$ cat config.mk
export PLATFORM = sky130hd
export DESIGN_NAME = mem_mul_seq_flat
export DESIGN_NICKNAME = d
export VERILOG_FILES = /design/src/rtl/mem_mul_seq_if.sv /design/src/rtl/mem_mul_seq.sv /design/src/flat_wrapper.sv
export SDC_FILE = /design/constraint.sdc
export NUM_CORES = 1
export LEC_CHECK = 0
export CORE_ASPECT_RATIO = 0.7
export CORE_MARGIN = 10
export CORE_UTILIZATION = 35
export CTS_BUF_LIST = sky130_fd_sc_hd__clkbuf_4
export DETAILED_ROUTE_END_ITERATION = 8
export GPL_TIMING_DRIVEN = 0
export SLEW_MARGIN = 20
export SYNTH_ARGS = -nofsm -noshare
export SYNTH_HDL_FRONTEND = slang
export SYNTH_SLANG_ARGS = --single-unit
$ cat constraint.sdc
create_clock -name clk -period 3.8 [get_ports clk]
set_input_delay 0.57 -clock clk [delete_from_list [all_inputs] [get_ports clk]]
set_output_delay 0.57 -clock clk [all_outputs]
set_load 0.01 [all_outputs]
$ cat src/rtl/mem_mul_seq_if.sv
// Data-memory port of the shift-add multiply engine.
// Combinational read data, writes land at posedge clk.
interface mem_mul_seq_if #(
  parameter int WIDTH  = 32,
  parameter int ADDR_W = 32
);
  logic [ADDR_W-1:0] mem_add;
  logic [WIDTH-1:0]  mem_wdata;
  logic              mem_read;
  logic              mem_write;
  logic [WIDTH-1:0]  mem_rdata;

  modport master (
    output mem_add,
    output mem_wdata,
    output mem_read,
    output mem_write,
    input  mem_rdata
  );

  modport slave (
    input  mem_add,
    input  mem_wdata,
    input  mem_read,
    input  mem_write,
    output mem_rdata
  );
endinterface

$ cat src/rtl/mem_mul_seq.sv
// Sequential shift-add multiplier: reads two words from memory,
// multiplies one bit per cycle, writes the double-width product back.
module mem_mul_seq #(
  parameter int WIDTH  = 32,
  parameter int ADDR_W = 32
) (
  input  logic              clk,
  input  logic              rst,
  input  logic              start,
  input  logic [ADDR_W-1:0] src_a_add,
  input  logic [ADDR_W-1:0] src_b_add,
  input  logic [ADDR_W-1:0] dst_add,
  mem_mul_seq_if.master     mem,
  output logic              busy,
  output logic              done
);

  localparam int CW = (WIDTH > 1) ? $clog2(WIDTH) : 1;
  localparam logic [CW-1:0] CNT_LAST = CW'(WIDTH - 1);

  typedef enum logic [2:0] {
    S_IDLE,
    S_RD_A,
    S_RD_B,
    S_MUL,
    S_WR_LO,
    S_WR_HI,
    S_DONE
  } state_t;

  state_t            state_q, state_d;
  logic [ADDR_W-1:0] a_q, a_d;
  logic [ADDR_W-1:0] b_q, b_d;
  logic [ADDR_W-1:0] dst_q, dst_d;
  logic [WIDTH-1:0]  mcand_q, mcand_d;
  logic [WIDTH-1:0]  mplier_q, mplier_d;
  logic [WIDTH-1:0]  acc_q, acc_d;
  logic [CW-1:0]     cnt_q, cnt_d;
  logic [WIDTH:0]    sum;

  // State and datapath registers; reset aborts any run in flight.
  always_ff @(posedge clk or negedge rst) begin
    if (!rst) begin
      state_q  <= S_IDLE;
      a_q      <= '0;
      b_q      <= '0;
      dst_q    <= '0;
      mcand_q  <= '0;
      mplier_q <= '0;
      acc_q    <= '0;
      cnt_q    <= '0;
    end else begin
      state_q  <= state_d;
      a_q      <= a_d;
      b_q      <= b_d;
      dst_q    <= dst_d;
      mcand_q  <= mcand_d;
      mplier_q <= mplier_d;
      acc_q    <= acc_d;
      cnt_q    <= cnt_d;
    end
  end

  // Next-state sequencing.
  always_comb begin
    state_d = state_q;
    unique case (state_q)
      S_IDLE:  if (start) state_d = S_RD_A;
      S_RD_A:  state_d = S_RD_B;
      S_RD_B:  state_d = S_MUL;
      S_MUL:   if (cnt_q == CNT_LAST) state_d = S_WR_LO;
      S_WR_LO: state_d = S_WR_HI;
      S_WR_HI: state_d = S_DONE;
      S_DONE:  state_d = S_IDLE;
      default: state_d = S_IDLE;
    endcase
  end

  // Operand capture and one shift-add step per MUL cycle.
  always_comb begin
    a_d      = a_q;
    b_d      = b_q;
    dst_d    = dst_q;
    mcand_d  = mcand_q;
    mplier_d = mplier_q;
    acc_d    = acc_q;
    cnt_d    = cnt_q;
    sum = {1'b0, acc_q}
        + (mplier_q[0] ? {1'b0, mcand_q} : '0);
    unique case (state_q)
      S_IDLE: begin
        if (start) begin
          a_d   = src_a_add;
          b_d   = src_b_add;
          dst_d = dst_add;
        end
      end
      S_RD_A: mcand_d = mem.mem_rdata;
      S_RD_B: begin
        mplier_d = mem.mem_rdata;
        acc_d    = '0;
        cnt_d    = '0;
      end
      S_MUL: begin
        {acc_d, mplier_d} = {sum, mplier_q[WIDTH-1:1]};
        cnt_d = cnt_q + CW'(1);
      end
      default: ;
    endcase
  end

  // Memory port and status decoded from the registered state.
  always_comb begin
    mem.mem_add   = '0;
    mem.mem_wdata = '0;
    mem.mem_read  = 1'b0;
    mem.mem_write = 1'b0;
    busy          = 1'b0;
    done          = 1'b0;
    unique case (state_q)
      S_RD_A: begin
        mem.mem_read = 1'b1;
        mem.mem_add  = a_q;
        busy         = 1'b1;
      end
      S_RD_B: begin
        mem.mem_read = 1'b1;
        mem.mem_add  = b_q;
        busy         = 1'b1;
      end
      S_MUL: busy = 1'b1;
      S_WR_LO: begin
        mem.mem_write = 1'b1;
        mem.mem_add   = dst_q;
        mem.mem_wdata = mplier_q;
        busy          = 1'b1;
      end
      S_WR_HI: begin
        mem.mem_write = 1'b1;
        mem.mem_add   = dst_q + ADDR_W'(1);
        mem.mem_wdata = acc_q;
        busy          = 1'b1;
      end
      S_DONE: done = 1'b1;
      default: ;
    endcase
  end

endmodule

$ cat src/flat_wrapper.sv
// flat-port wrapper written by rule: the top's interface ports become plain ports
module mem_mul_seq_flat 
#(
  parameter int WIDTH  = 32,
  parameter int ADDR_W = 32
)
  (clk, rst, start, src_a_add, src_b_add, dst_add, busy, done, mem_mem_add, mem_mem_wdata, mem_mem_read, mem_mem_write, mem_mem_rdata);
  mem_mul_seq_if #(.WIDTH(WIDTH), .ADDR_W(ADDR_W)) mem_i ();
  input  logic clk;
  input  logic rst;
  input  logic start;
  input  logic [ADDR_W-1:0] src_a_add;
  input  logic [ADDR_W-1:0] src_b_add;
  input  logic [ADDR_W-1:0] dst_add;
  output logic busy;
  output logic done;
  output wire logic [$bits(mem_i.mem_add)-1:0] mem_mem_add;
  output wire logic [$bits(mem_i.mem_wdata)-1:0] mem_mem_wdata;
  output wire logic [$bits(mem_i.mem_read)-1:0] mem_mem_read;
  output wire logic [$bits(mem_i.mem_write)-1:0] mem_mem_write;
  input wire logic [$bits(mem_i.mem_rdata)-1:0] mem_mem_rdata;
  assign mem_mem_add = mem_i.mem_add;
  assign mem_mem_wdata = mem_i.mem_wdata;
  assign mem_mem_read = mem_i.mem_read;
  assign mem_mem_write = mem_i.mem_write;
  assign mem_i.mem_rdata = mem_mem_rdata;
  mem_mul_seq #(.WIDTH(WIDTH), .ADDR_W(ADDR_W)) u_core (.clk(clk), .rst(rst), .start(start), .src_a_add(src_a_add), .src_b_add(src_b_add), .dst_add(dst_add), .mem(mem_i), .busy(busy), .done(done));
endmodule
==> run metrics <==
cell taking the most area after synthesis dfrtp_1; clk slew on worst S/H paths 160 ps; Starting DRT DRC Count 788; CTS Buf Count 17; GPL Wtd Cong 0.896; Die X-Extent 234 µm; R2R cell count 13; post-synthesis sequential area ratio 0.447; Antenna Nets Post-Route 0; drc violations 0; Yosys cell types 53; Slew headroom 0.395; Port Buf Inserts 198; vias per cell 5.34; crit path max fanout 10; register area 5010 µm²; Worst setup SP type flip-flop; CTS max path bufs 2; final net count 1,489; Hold WC Path Type input pin to async pin; Num Clock Sinks 200; adder-cell share of the synthesized area 0.0409; Setup TNS Final 0 ps; Remaining Overflow, GRT 0; PD cells 768 nW/µm²; top cells by area, synth dfrtp_1 45%, mux2_2 13%, mux2i_1 5.9%; die span in y 170 µm; post-detail-place hpwl 28,800 µm; first-pass GRT wire length 58,100 µm; Main synth FF type dfrtp_1; r2r startpoint u_core.mplier_q[0]; Finished Cell Area 14,300 µm²; Clk Latency, worst-skew pair 650 ps; Mapped Avg Cell Area 10.3 µm²; gr usage total 0.192; CP arrival 3090 ps; measured slew at the worst slew-check pin 907 ps; outcome finished clean; final WL 37,800 µm; Syn. warnings 0; Initial Utilization 0.357; area of the die 39,700 µm²; Synth Net Count 1,257; post-synth design cell area 11,200 µm²; CTS tree done; Multi-input gate area 5970 µm²; H-Tree Depth 4; Cells after Synth 1,090; # setup viols final 0; Hold Vio Cnt, Final 0; Rows 54; VDD IR max 0.000312 V; CORE AREA 31,400 µm²; Setup Skew 26.7 ps; fillcell total 3,028; share of cells above drive strength 1 0.169; post-synthesis xor/xnor area fraction 0.0469; Vias 9,380; routed len/inst 21.5 µm; Post-synth top cells 200 x dfrtp_1, 126 x mux2_2, 115 x nand2_1; CTS root buf clkbuf_4; Max Freq 274 MHz; count leader, synth dfrtp_1; drt first pass iters 5; FFs w/ async S/R, synth 1.00; mux share of post-synthesis cell area 0.186; largest family of logic cells by synthesized area multiplexers; initial antenna violation count 2; max cap viols 0; fin util 0.457; CP required 3230 ps; CP Capture Type primary output; Synth Area in Compound Gates 0.134; io pins 199; Post-DP Area 13,800 µm²; critical path class flip-flop to primary output; minimum clock period 3660 ps; largest net degree at the start of global routing 79; number of global-route vias before repair 9,455; Critical path origin u_core.state_q[1]; Leak 6.26 nW; post-synth top area share 0.447; RSZ-0062 raised after global routing false; Synth Area in Simple Gates 0.117; number of synthesized register bits 200; fin crit share 0.962; EDFF count, synth 0; area grow syn2layout 27.8%; fin. max-slew vios 0
## registers in the layout, summed over array words and instances, names as in the netlist
signal / count
u_core.b_q: 32
u_core.state_q: 3
u_core.a_q: 32
u_core.cnt_q: 5
u_core.dst_q: 32
u_core.mcand_q: 32
u_core.acc_q: 32
u_core.mplier_q: 32
## timing repair
| action | 4_1_cts | 5_1_grt |
|---|---|---|
| resized for setup | 47 | 20 |
| hold endpoints to repair | 59 | 0 |
| setup endpoints to repair | 67 | 42 |
| pin swaps | 3 | 2 |
| hold buffers | 1 | 0 |
| setup buffers | 13 | 1 |
## metrics by stage
step	power [mW]	cells	hold WS [ps]	worst slack, ps
5_1_grt	11.9	1756	408	5.64
2_1_floorplan	7.75	1090	274	631
3_5_place_dp	9.58	1710	484	-460
3_3_place_gp	9.44	1708	475	-6810
6_report	11.0	1756	420	145
4_1_cts	11.0	1753	407	-9.57
## final cells by class
cell class	count	share of cell area
tap	420	0.0367
multi-input combinational	804	0.417
timing repair buffer	215	0.151
inverter	15	0.00428
clock inverter	12	0.0107
sequential	200	0.350
clock buffer	19	0.00996
antenna	2	0.000349
buffer	69	0.0206
## logic make-up after synthesis
family / after synthesis
DFF: 200
AOI/OAI and AO/OA: 234
xor gates and xnor gates: 60
buffers and inverters: 86
and+or+nand+nor: 282
adders and majority gates: 36
muxes: 192
## critical path: stages, from the launching register on
cell and delay (ps):
dfrtp_2 530, nand2b_1 100, clkbuf_1 500, buf_1 580, o32ai_2 200, clkdlybuf4s50_1 520
## where the power goes
part | switching [mW] | internal [mW] | leakage, nW
Sequential | 0.767 | 3.23 | 2.43
Clock | 0.781 | 0.466 | 0.152
Combinational | 3.13 | 2.63 | 3.68
## layout by cell type, fill, tap and decap left out, types with 15 or more instances in the layout
| cell type | instances |
|---|---|
| a21o_1 | 15 |
| a21oi_1 | 30 |
| a22oi_1 | 32 |
| and2_1 | 36 |
| buf_4 | 15 |
| clkbuf_1 | 42 |
| clkbuf_4 | 23 |
| clkdlybuf4s50_1 | 188 |
| dfrtp_1 | 196 |
| ha_1 | 35 |
| mux2_2 | 126 |
| mux2i_1 | 66 |
| nand2_1 | 115 |
| nand3_1 | 26 |
| nor2_1 | 58 |
| o21ai_0 | 83 |
| o22ai_1 | 27 |
| xnor2_1 | 26 |
| xor2_1 | 33 |
## layer usage
metal / share of wire / GRT usage / up-vias
li1: - / - / 4353
met1: 0.50 / 0.282 / 4707
met2: 0.42 / 0.275 / 276
met3: 0.053 / 0.0374 / 44
met4: 0.023 / 0.0596 / 0
met5: 0 / 0 / -
## path summary, 6_finish.rpt
kind                                            end  slack, ps
worst max-delay path                 mem_mem_add[0]        140
worst min-delay path            u_core.mplier_q[26]        420
worst max register to register     u_core.acc_q[29]        250
worst min register to register      u_core.cnt_q[4]        520
max in group asynchronous        u_core.mplier_q[7]       2580
min in group clk                     u_core.a_q[12]        510
No activity file was read; power rests on OpenSTA's default activity.
